<file path="src/rtl/tv80_alu_pkg.sv">
// tv80_alu_pkg: shared definitions for the byte-serial TV80 ALU.
//   op_e     - 4-bit opcode encodings (10..15 act as NOP)
//   state_e  - sequencer states
//   kind_e   - operation class handed to the byte slice
//   mode_e   - flag layout selector (Z80 / Game Boy)
//   *_S/Z/.. - flag bit positions for each layout
package tv80_alu_pkg;

    typedef enum logic [3:0] {
        OP_ADD = 4'd0,
        OP_ADC = 4'd1,
        OP_SUB = 4'd2,
        OP_SBC = 4'd3,
        OP_AND = 4'd4,
        OP_XOR = 4'd5,
        OP_OR  = 4'd6,
        OP_CP  = 4'd7,
        OP_INC = 4'd8,
        OP_DEC = 4'd9
    } op_e;

    typedef enum logic [1:0] {
        S_IDLE,
        S_RUN,
        S_DONE
    } state_e;

    typedef enum logic [1:0] {
        K_ARITH,
        K_AND,
        K_XOR,
        K_OR
    } kind_e;

    typedef enum int unsigned {
        MODE_Z80 = 0,
        MODE_GB  = 3
    } mode_e;

    // Z80 flag byte: S Z Y H X P/V N C
    localparam int unsigned Z80_C = 0;
    localparam int unsigned Z80_N = 1;
    localparam int unsigned Z80_P = 2;
    localparam int unsigned Z80_X = 3;
    localparam int unsigned Z80_H = 4;
    localparam int unsigned Z80_Y = 5;
    localparam int unsigned Z80_Z = 6;
    localparam int unsigned Z80_S = 7;

    // LR35902 flag byte: Z N H C 0 0 0 0
    localparam int unsigned GB_C = 4;
    localparam int unsigned GB_H = 5;
    localparam int unsigned GB_N = 6;
    localparam int unsigned GB_Z = 7;

endpackage

</file>
<file path="src/rtl/tv80_alu_byte.sv">
// tv80_alu_byte: combinational 8-bit ALU slice.
//   a, b   in  8  operand bytes
//   cin    in  1  carry into bit 0 (add form; subtraction passes ~borrow)
//   sub    in  1  invert b before the adder
//   kind   in  2  arithmetic or bitwise AND/XOR/OR
//   r      out 8  result byte
//   cout   out 1  carry out of bit 7
//   half   out 1  carry out of bit 3
//   c6     out 1  carry out of bit 6 (into bit 7), for overflow
module tv80_alu_byte
    import tv80_alu_pkg::*;
(
    input  logic [7:0] a,
    input  logic [7:0] b,
    input  logic       cin,
    input  logic       sub,
    input  kind_e      kind,
    output logic [7:0] r,
    output logic       cout,
    output logic       half,
    output logic       c6
);

    logic [7:0] bb;
    logic [4:0] lo;
    logic [3:0] mid;
    logic [1:0] hi;

    // Split adder exposes the bit-3 and bit-6 carries without a second add.
    always_comb begin
        bb  = sub ? ~b : b;
        lo  = {1'b0, a[3:0]} + {1'b0, bb[3:0]} + {4'b0, cin};
        mid = {1'b0, a[6:4]} + {1'b0, bb[6:4]} + {3'b0, lo[4]};
        hi  = {1'b0, a[7]} + {1'b0, bb[7]} + {1'b0, mid[3]};
        cout = hi[1];
        half = lo[4];
        c6   = mid[3];
        case (kind)
            K_AND:   r = a & b;
            K_XOR:   r = a ^ b;
            K_OR:    r = a | b;
            default: r = {hi[0], mid[2:0], lo[3:0]};
        endcase
    end

endmodule

</file>
<file path="src/rtl/tv80_alu_mc.sv">
// tv80_alu_mc: multi-cycle byte-serial TV80 ALU, WIDTH bits, one byte/clock.
//   clk, reset           clock, async active-high reset
//   in_valid/in_ready    request handshake (op, a, b, f_in, keep_szp)
//   op                   ADD ADC SUB SBC AND XOR OR CP INC DEC, else NOP
//   a, b                 operands (b ignored for INC/DEC)
//   f_in                 incoming flags (carry-in, preserved bits)
//   keep_szp             copy S/Z/P from f_in
//   out_valid/out_ready  result handshake; q, f_out held while stalled
//   q, f_out             result and flag byte (MODE 0 Z80, MODE 3 GB)
module tv80_alu_mc
    import tv80_alu_pkg::*;
#(
    parameter int unsigned MODE  = 3,
    parameter int unsigned WIDTH = 16
) (
    input  logic             clk,
    input  logic             reset,
    input  logic             in_valid,
    output logic             in_ready,
    input  logic [3:0]       op,
    input  logic [WIDTH-1:0] a,
    input  logic [WIDTH-1:0] b,
    input  logic [7:0]       f_in,
    input  logic             keep_szp,
    output logic             out_valid,
    input  logic             out_ready,
    output logic [WIDTH-1:0] q,
    output logic [7:0]       f_out
);

    localparam int unsigned NB    = WIDTH / 8;
    localparam int unsigned CW    = (NB > 1) ? $clog2(NB) : 1;
    localparam bit          IS_GB = (MODE == MODE_GB);
    localparam int unsigned C_BIT = IS_GB ? GB_C : Z80_C;
    localparam int unsigned Z_BIT = IS_GB ? GB_Z : Z80_Z;

    state_e           state_q, state_d;
    logic [CW-1:0]    cnt_q, cnt_d;
    logic [WIDTH-1:0] a_q, a_d, b_q, b_d, r_q, r_d, q_q, q_d;
    logic             carry_q, carry_d, zacc_q, zacc_d, keep_q, keep_d;
    op_e              op_q, op_d, op_in;
    logic [7:0]       fin_q, fin_d, f_q, f_d;

    logic             is_sub, is_incdec, is_nop, last, accept;
    kind_e            kind;
    logic [7:0]       res;
    logic             cout, half, c6;
    logic             z_all, c_f, h_f, cin0;
    logic [WIDTH-1:0] a_rot, r_shift;
    logic [7:0]       flags;

    always_comb begin
        is_sub    = op_q inside {OP_SUB, OP_SBC, OP_CP, OP_DEC};
        is_incdec = op_q inside {OP_INC, OP_DEC};
        is_nop    = op_q > OP_DEC;
        case (op_q)
            OP_AND:  kind = K_AND;
            OP_XOR:  kind = K_XOR;
            OP_OR:   kind = K_OR;
            default: kind = K_ARITH;
        endcase
    end

    tv80_alu_byte u_byte (
        .a    (a_q[7:0]),
        .b    (b_q[7:0]),
        .cin  (carry_q),
        .sub  (is_sub),
        .kind (kind),
        .r    (res),
        .cout (cout),
        .half (half),
        .c6   (c6)
    );

    // a rotates rather than shifts so the original operand is back in place
    // after NB steps, which is what CP and NOP return as q.
    assign a_rot   = WIDTH'({a_q[7:0], a_q} >> 8);
    assign r_shift = WIDTH'({res, r_q} >> 8);
    assign last    = (cnt_q == CW'(NB - 1));

    assign in_ready  = (state_q == S_IDLE) | ((state_q == S_DONE) & out_ready);
    assign accept    = in_valid & in_ready;
    assign out_valid = (state_q == S_DONE);
    assign q         = q_q;
    assign f_out     = f_q;

    // Flags are formed while the top byte is in the slice.
    always_comb begin
        z_all = zacc_q & (res == 8'h00);
        if (kind == K_ARITH) begin
            c_f = is_sub ? ~cout : cout;
            h_f = is_sub ? ~half : half;
        end else begin
            c_f = 1'b0;
            h_f = (kind == K_AND);
        end
        if (is_incdec) c_f = fin_q[C_BIT];
        flags = '0;
        if (IS_GB) begin
            flags[GB_Z] = keep_q ? fin_q[Z_BIT] : z_all;
            flags[GB_N] = is_sub;
            flags[GB_H] = h_f;
            flags[GB_C] = c_f;
        end else begin
            flags[Z80_S] = keep_q ? fin_q[Z80_S] : res[7];
            flags[Z80_Z] = keep_q ? fin_q[Z_BIT] : z_all;
            flags[Z80_Y] = (op_q == OP_CP) ? b_q[5] : res[5];
            flags[Z80_H] = h_f;
            flags[Z80_X] = (op_q == OP_CP) ? b_q[3] : res[3];
            flags[Z80_P] = keep_q ? fin_q[Z80_P] :
                           (kind == K_ARITH) ? (c6 ^ cout) : ~^res;
            flags[Z80_N] = is_sub;
            flags[Z80_C] = c_f;
        end
        if (is_nop || (is_incdec && WIDTH > 8)) flags = fin_q;
        if (IS_GB) flags[3:0] = '0;
    end

    always_comb begin
        op_in = op_e'(op);
        case (op_in)
            OP_ADC:                 cin0 = f_in[C_BIT];
            OP_SBC:                 cin0 = ~f_in[C_BIT];
            OP_SUB, OP_CP, OP_DEC:  cin0 = 1'b1;
            default:                cin0 = 1'b0;
        endcase
    end

    always_comb begin
        state_d = state_q;
        cnt_d   = cnt_q;
        a_d     = a_q;
        b_d     = b_q;
        r_d     = r_q;
        carry_d = carry_q;
        zacc_d  = zacc_q;
        op_d    = op_q;
        fin_d   = fin_q;
        keep_d  = keep_q;
        q_d     = q_q;
        f_d     = f_q;
        case (state_q)
            S_RUN: begin
                a_d     = a_rot;
                b_d     = b_q >> 8;
                r_d     = r_shift;
                carry_d = cout;
                zacc_d  = z_all;
                cnt_d   = cnt_q + CW'(1);
                if (last) begin
                    cnt_d   = '0;
                    state_d = S_DONE;
                    q_d     = (op_q == OP_CP || is_nop) ? a_rot : r_shift;
                    f_d     = flags;
                end
            end
            S_DONE: if (out_ready) state_d = S_IDLE;
            default: ;
        endcase
        if (accept) begin
            state_d = S_RUN;
            cnt_d   = '0;
            a_d     = a;
            b_d     = (op_in == OP_INC || op_in == OP_DEC) ? WIDTH'(1) : b;
            carry_d = cin0;
            zacc_d  = 1'b1;
            op_d    = op_in;
            fin_d   = f_in;
            keep_d  = keep_szp;
        end
    end

    always_ff @(posedge clk or posedge reset) begin
        if (reset) begin
            state_q <= S_IDLE;
            cnt_q   <= '0;
            a_q     <= '0;
            b_q     <= '0;
            r_q     <= '0;
            carry_q <= 1'b0;
            zacc_q  <= 1'b0;
            op_q    <= OP_ADD;
            fin_q   <= '0;
            keep_q  <= 1'b0;
            q_q     <= '0;
            f_q     <= '0;
        end else begin
            state_q <= state_d;
            cnt_q   <= cnt_d;
            a_q     <= a_d;
            b_q     <= b_d;
            r_q     <= r_d;
            carry_q <= carry_d;
            zacc_q  <= zacc_d;
            op_q    <= op_d;
            fin_q   <= fin_d;
            keep_q  <= keep_d;
            q_q     <= q_d;
            f_q     <= f_d;
        end
    end

endmodule

</file>
<file path="config.mk">
export PLATFORM = sky130hd
export DESIGN_NAME = tv80_alu_mc
export DESIGN_NICKNAME = d
export VERILOG_FILES = /design/src/rtl/tv80_alu_pkg.sv /design/src/rtl/tv80_alu_byte.sv /design/src/rtl/tv80_alu_mc.sv
export SDC_FILE = /design/constraint.sdc
export NUM_CORES = 1
export LEC_CHECK = 0
export ABC_AREA = 1
export BUFFER_PORTS_ARGS = -buffer_cell sky130_fd_sc_hd__buf_2
export CAP_MARGIN = 25
export CORE_AREA = 2 2 92 94
export DETAILED_ROUTE_END_ITERATION = 16
export DIE_AREA = 0 0 94 96
export PLACE_DENSITY_LB_ADDON = 0.1
export RECOVER_POWER = 50
export SLEW_MARGIN = 20
export SYNTH_ARGS = -nofsm -noshare
export SYNTH_HDL_FRONTEND = slang
export SYNTH_SLANG_ARGS = --single-unit
</file>
<file path="constraint.sdc">
create_clock -name clk -period 8.9 [get_ports clk]
set_clock_uncertainty 0.15 [all_clocks]
set_input_delay 0.445 -clock clk [delete_from_list [all_inputs] [get_ports clk]]
set_output_delay 0.445 -clock clk [all_outputs]
set_load 0.02 [all_outputs]
</file>
==> metrics.log <==
INFO  metric final_area = 4840 µm²
INFO  metric async_flop_share = 100%
INFO  metric crit-reg2reg-launch = op_q[3]$_DFFE_PP0P_
INFO  metric multiplexer_share_of_the_synthesized_area = 0%
INFO  metric critical-path-max-stage-delay = 0.59 ns
INFO  metric gr-usage-all-layers = 23.3%
INFO  metric ctsHtreeMaxLevel = 3
INFO  metric violated_checks = max-capacitance violations, max-slew violations
INFO  metric layout_common_cells = sky130_fd_sc_hd__nand2_1, sky130_fd_sc_hd__dfrtp_1, sky130_fd_sc_hd__buf_2
INFO  metric hold-path-endpoint = fin_q[7]$_DFFE_PP0P_
INFO  metric cts_root_buffer = sky130_fd_sc_hd__clkbuf_8
INFO  metric netlist_area = around 4300 µm²
INFO  metric final_layout_size_suffix_gt1_share = 20.3%
INFO  metric place_hpwl = 6750 µm
INFO  metric powerDensity = ~140 nW/µm²
INFO  metric route.antenna.remaining_nets = 0
INFO  metric setup_slack = 4.03 ns
INFO  metric r2r_setup_slack = 4.03 ns
INFO  metric drt-wirelength-per-cell = 14.8 µm
INFO  metric layout_worst_path_cycle_share = 54.7%
INFO  metric insertedDiodeCount = 0
INFO  metric layout.cells.most_common = sky130_fd_sc_hd__nand2_1
INFO  metric post-cts-setup-buffers = 0
INFO  metric slew-limit-headroom = -160%
INFO  metric required = 9.03 ns
INFO  metric finalMaxSlewViolations = between 70 and 80
INFO  metric synth.yosys.seq_area_share = a little over two fifths
INFO  metric hold_class = in2reg
INFO  metric path_cells = nor2_8 > nand2_1 > nand2_1 > xor2_1 > fa_1 > inv_1 > fa_1 > inv_1 > a21oi_1 > nor2_1 > nor2_1 > fa_1 > nor2_1 > a211oi_1 > fa_1 > nor2_2 > nor2_4 > nand2_2 > nor2_2 > nand3_1 > a21oi_2
INFO  metric synth_top_cell_by_area = sky130_fd_sc_hd__dfrtp_1
INFO  metric hold_violations = 0
INFO  metric fin_nets = 618
INFO  metric crit-reg2reg-capture = f_out[7]$_DFFE_PP0P_
INFO  metric rr_worst_depth = 21
INFO  metric final.hold.worst_slack = 0.140 ns
INFO  metric post_synth_and_or_nand_nor_area_fraction = 20.4%
INFO  metric cellLeakagePower = 0.00248 µW
INFO  metric synth_top_cells_by_area = sky130_fd_sc_hd__dfrtp_1, sky130_fd_sc_hd__nand2_1, sky130_fd_sc_hd__ha_1, sky130_fd_sc_hd__o21ai_0, sky130_fd_sc_hd__inv_1
INFO  metric power.share.combinational = 2.9%
INFO  metric synthXorXnorAreaFrac = 2.40%
INFO  metric globalplace.congestion = about 0.93
INFO  metric utilization = 60.1%
INFO  metric initialDrtViolationCount = about 180
INFO  metric filler_cell_count = 763
INFO  metric clock-sinks = 74
INFO  metric yosys.cell_types.count = 42
INFO  metric post_drt_via_cell_ratio = 5.32
INFO  metric internal-power = 524 µW
INFO  metric global_route.overflow_total = 0
INFO  metric grt_setup_unrepaired = false
INFO  metric number_of_port_buffers = between 60 and 70
INFO  metric tightest_slew = 3.91 ns
INFO  metric timing.critical_path.buf_inv = 2
INFO  metric switchingPower = 137 µW
INFO  metric synth-adder-area-share = 8.48%
INFO  metric synth_area_per_cell = 8.82 µm²
INFO  metric postCtsHoldBufs = 0
INFO  metric ys_seq_elements = 74
INFO  metric cts_inserted_buffers = 9
INFO  metric timing.hold.worst_path_depth = 3
INFO  metric crit_start = op_q[3]$_DFFE_PP0P_
INFO  metric timing.critical_path.slowest_stage_cell = sky130_fd_sc_hd__dfrtp_1
INFO  metric tns = 0 ns
INFO  metric yosysWarnings = 0
INFO  metric cp_data_arrival_time = 4.99 ns
INFO  metric share_seq_of_total_power = approximately 51%
INFO  metric grt_first_pass_wirelength = 16300 µm
INFO  metric cts_max_path_buffers = 2
INFO  metric cp_top_family = simple AND/OR/NAND/NOR gates
INFO  metric drc = 0
INFO  metric switching_share = between 20% and 30%
INFO  metric syn_to_final_growth = 13.2%
INFO  metric post_cts.resized_instances = 0
INFO  metric synth_ff_type = sky130_fd_sc_hd__dfrtp_1
INFO  metric clock.fmax = 0.205 GHz
INFO  metric synth_largest_type_area_fraction = a little over two fifths
INFO  metric post_synth_inst_count = 485
INFO  metric synth_compound_gate_area_share = around 17%
INFO  metric floorplan.initialDensity = between 50% and 60%
INFO  metric tritoncts = built
INFO  metric synth_top_family_by_area = simple AND/OR/NAND/NOR gates
INFO  metric clock_power_share = 46.2%
INFO  metric most_repeated_library_cell_on_the_critical_path = sky130_fd_sc_hd__fa_1
INFO  metric placement.cell_area = approximately 4600 µm²
INFO  metric placeableCoreArea = between 8000 and 9000 µm²
INFO  metric power.ir.vdd_worst = 0.0000830 V
INFO  metric ioPinCount = 75
INFO  metric vias = around 3500
INFO  metric crit_type = reg2reg
INFO  metric period_minus_ws_final = about 5 ns
INFO  metric placementRows = 33
INFO  metric setup_viol = 0
INFO  metric clkLatencyLatePin = 0.34 ns
INFO  metric synth_edf_count = 0
INFO  metric drt_wl_total = 9690 µm
INFO  metric crit_path_end_kind = flop
INFO  metric floorplan.die_area = 9020 µm²
INFO  metric run_status = complete, but fails checks
INFO  metric drtPass1Iterations = 4
INFO  metric post-place-ws = about 4 ns
INFO  metric start_kind = flop
INFO  metric die-height = roughly 96 µm
INFO  metric worst-path-max-fanout = 19
INFO  metric hold_path.startpoint = f_in[7]
INFO  metric number_of_antenna_violations_at_the_first_check_in_global_routing = 0
INFO  metric dieWidth = 94 µm
INFO  metric grt_start_max_net_pins = 75
INFO  metric max-cap-violations = 1
INFO  metric clk_transition_reported_paths = 0.08 ns
INFO  metric via_count_of_the_first_global_routing_pass = roughly 3300
worst min-delay path: stages:
cell                      delay, ns
sky130_fd_sc_hd__buf_2         0.07
sky130_fd_sc_hd__nand2_1       0.04
sky130_fd_sc_hd__nand2_1       0.04
Yosys cell counts (all sizes together), types with 2 or more instances:
| cell | number |
|---|---|
| xor2 | 10 |
| or2 | 3 |
| a22oi | 11 |
| o221ai | 12 |
| nand3b | 6 |
| nor2 | 43 |
| o21ai | 42 |
| buf | 17 |
| dfrtp | 74 |
| ha | 21 |
| nand2 | 93 |
| o21a | 6 |
| nand3 | 31 |
| clkbuf | 9 |
| fa | 5 |
| a2bb2oi | 3 |
| a21oi | 28 |
| a32o | 7 |
| nand4 | 2 |
| a31oi | 2 |
| inv | 53 |
cells by family (layout without fill, tap and decap cells):
kind of cell / Yosys count / in the layout
fa+ha+maj: 26 / 26
buf+inv: 80 / 140
xor+xnor: 10 / 10
compound gates: 114 / 114
flops: 74 / 74
other cells: 1 / 4
simple gates: 180 / 180
worst max-delay path by stage:
stage / end / slack, ns / cells after the start
floorplan: f_out[7]$_DFFE_PP0P_ / 4.91 / 24
global placement: zacc_q$_DFFE_PP0P_ / 4.08 / 24
detailed placement: zacc_q$_DFFE_PP0P_ / 4.00 / 23
CTS: zacc_q$_DFFE_PP0P_ / 3.99 / 24
global route: zacc_q$_DFFE_PP0P_ / 3.63 / 24
finish: f_out[7]$_DFFE_PP0P_ / 4.03 / 21
flip-flops by register name, indices dropped and copies added (netlist names):
register	cells
q	16
carry_q	1
fin_q	4
b_q	16
r_q	8
keep_q	1
f_out	4
op_q	4
zacc_q	1
state_q	2
a_q	16
cnt_q	1
layout make-up:
type,count,area (µm²),share of cell area [%]
clock buffers,12,165,3.41
clock inverters,4,72.6,1.50
inverters,54,208,4.29
multi-input cells,334,2070,42.7
flip-flops and latches,74,1850,38.2
well taps,105,131,2.71
repair buffers,70,348,7.18
through the flow:
| step | instances | total power (µW) |
|---|---|---|
| 6_report | 653 | 661 |
| 5_1_grt | 653 | 686 |
| 4_1_cts | 652 | 667 |
| 3_5_place_dp | 636 | 363 |
| 3_3_place_gp | 636 | 363 |
| 2_1_floorplan | 488 | 352 |
power by group through the flow:
stage	Clock [µW]	Combinational (µW)	Sequential, µW
after floorplan	0	9.18	343
after global placement	0	20.0	343
after detailed placement	0	20.4	343
after CTS	311	20.5	336
after global routing	328	22.4	336
final	305	19.3	336
routing by layer:
metal | part of all wire (%) | wire length (µm) | track usage [%]
met3 | 3.8 | 367 | 3.37
met5 | 0 | 0 | 0
met1 | 50 | 4820 | 33.4
met4 | 1.4 | 132 | 7.25
met2 | 45 | 4370 | 36.7
Power figures use the tool's default switching activity.
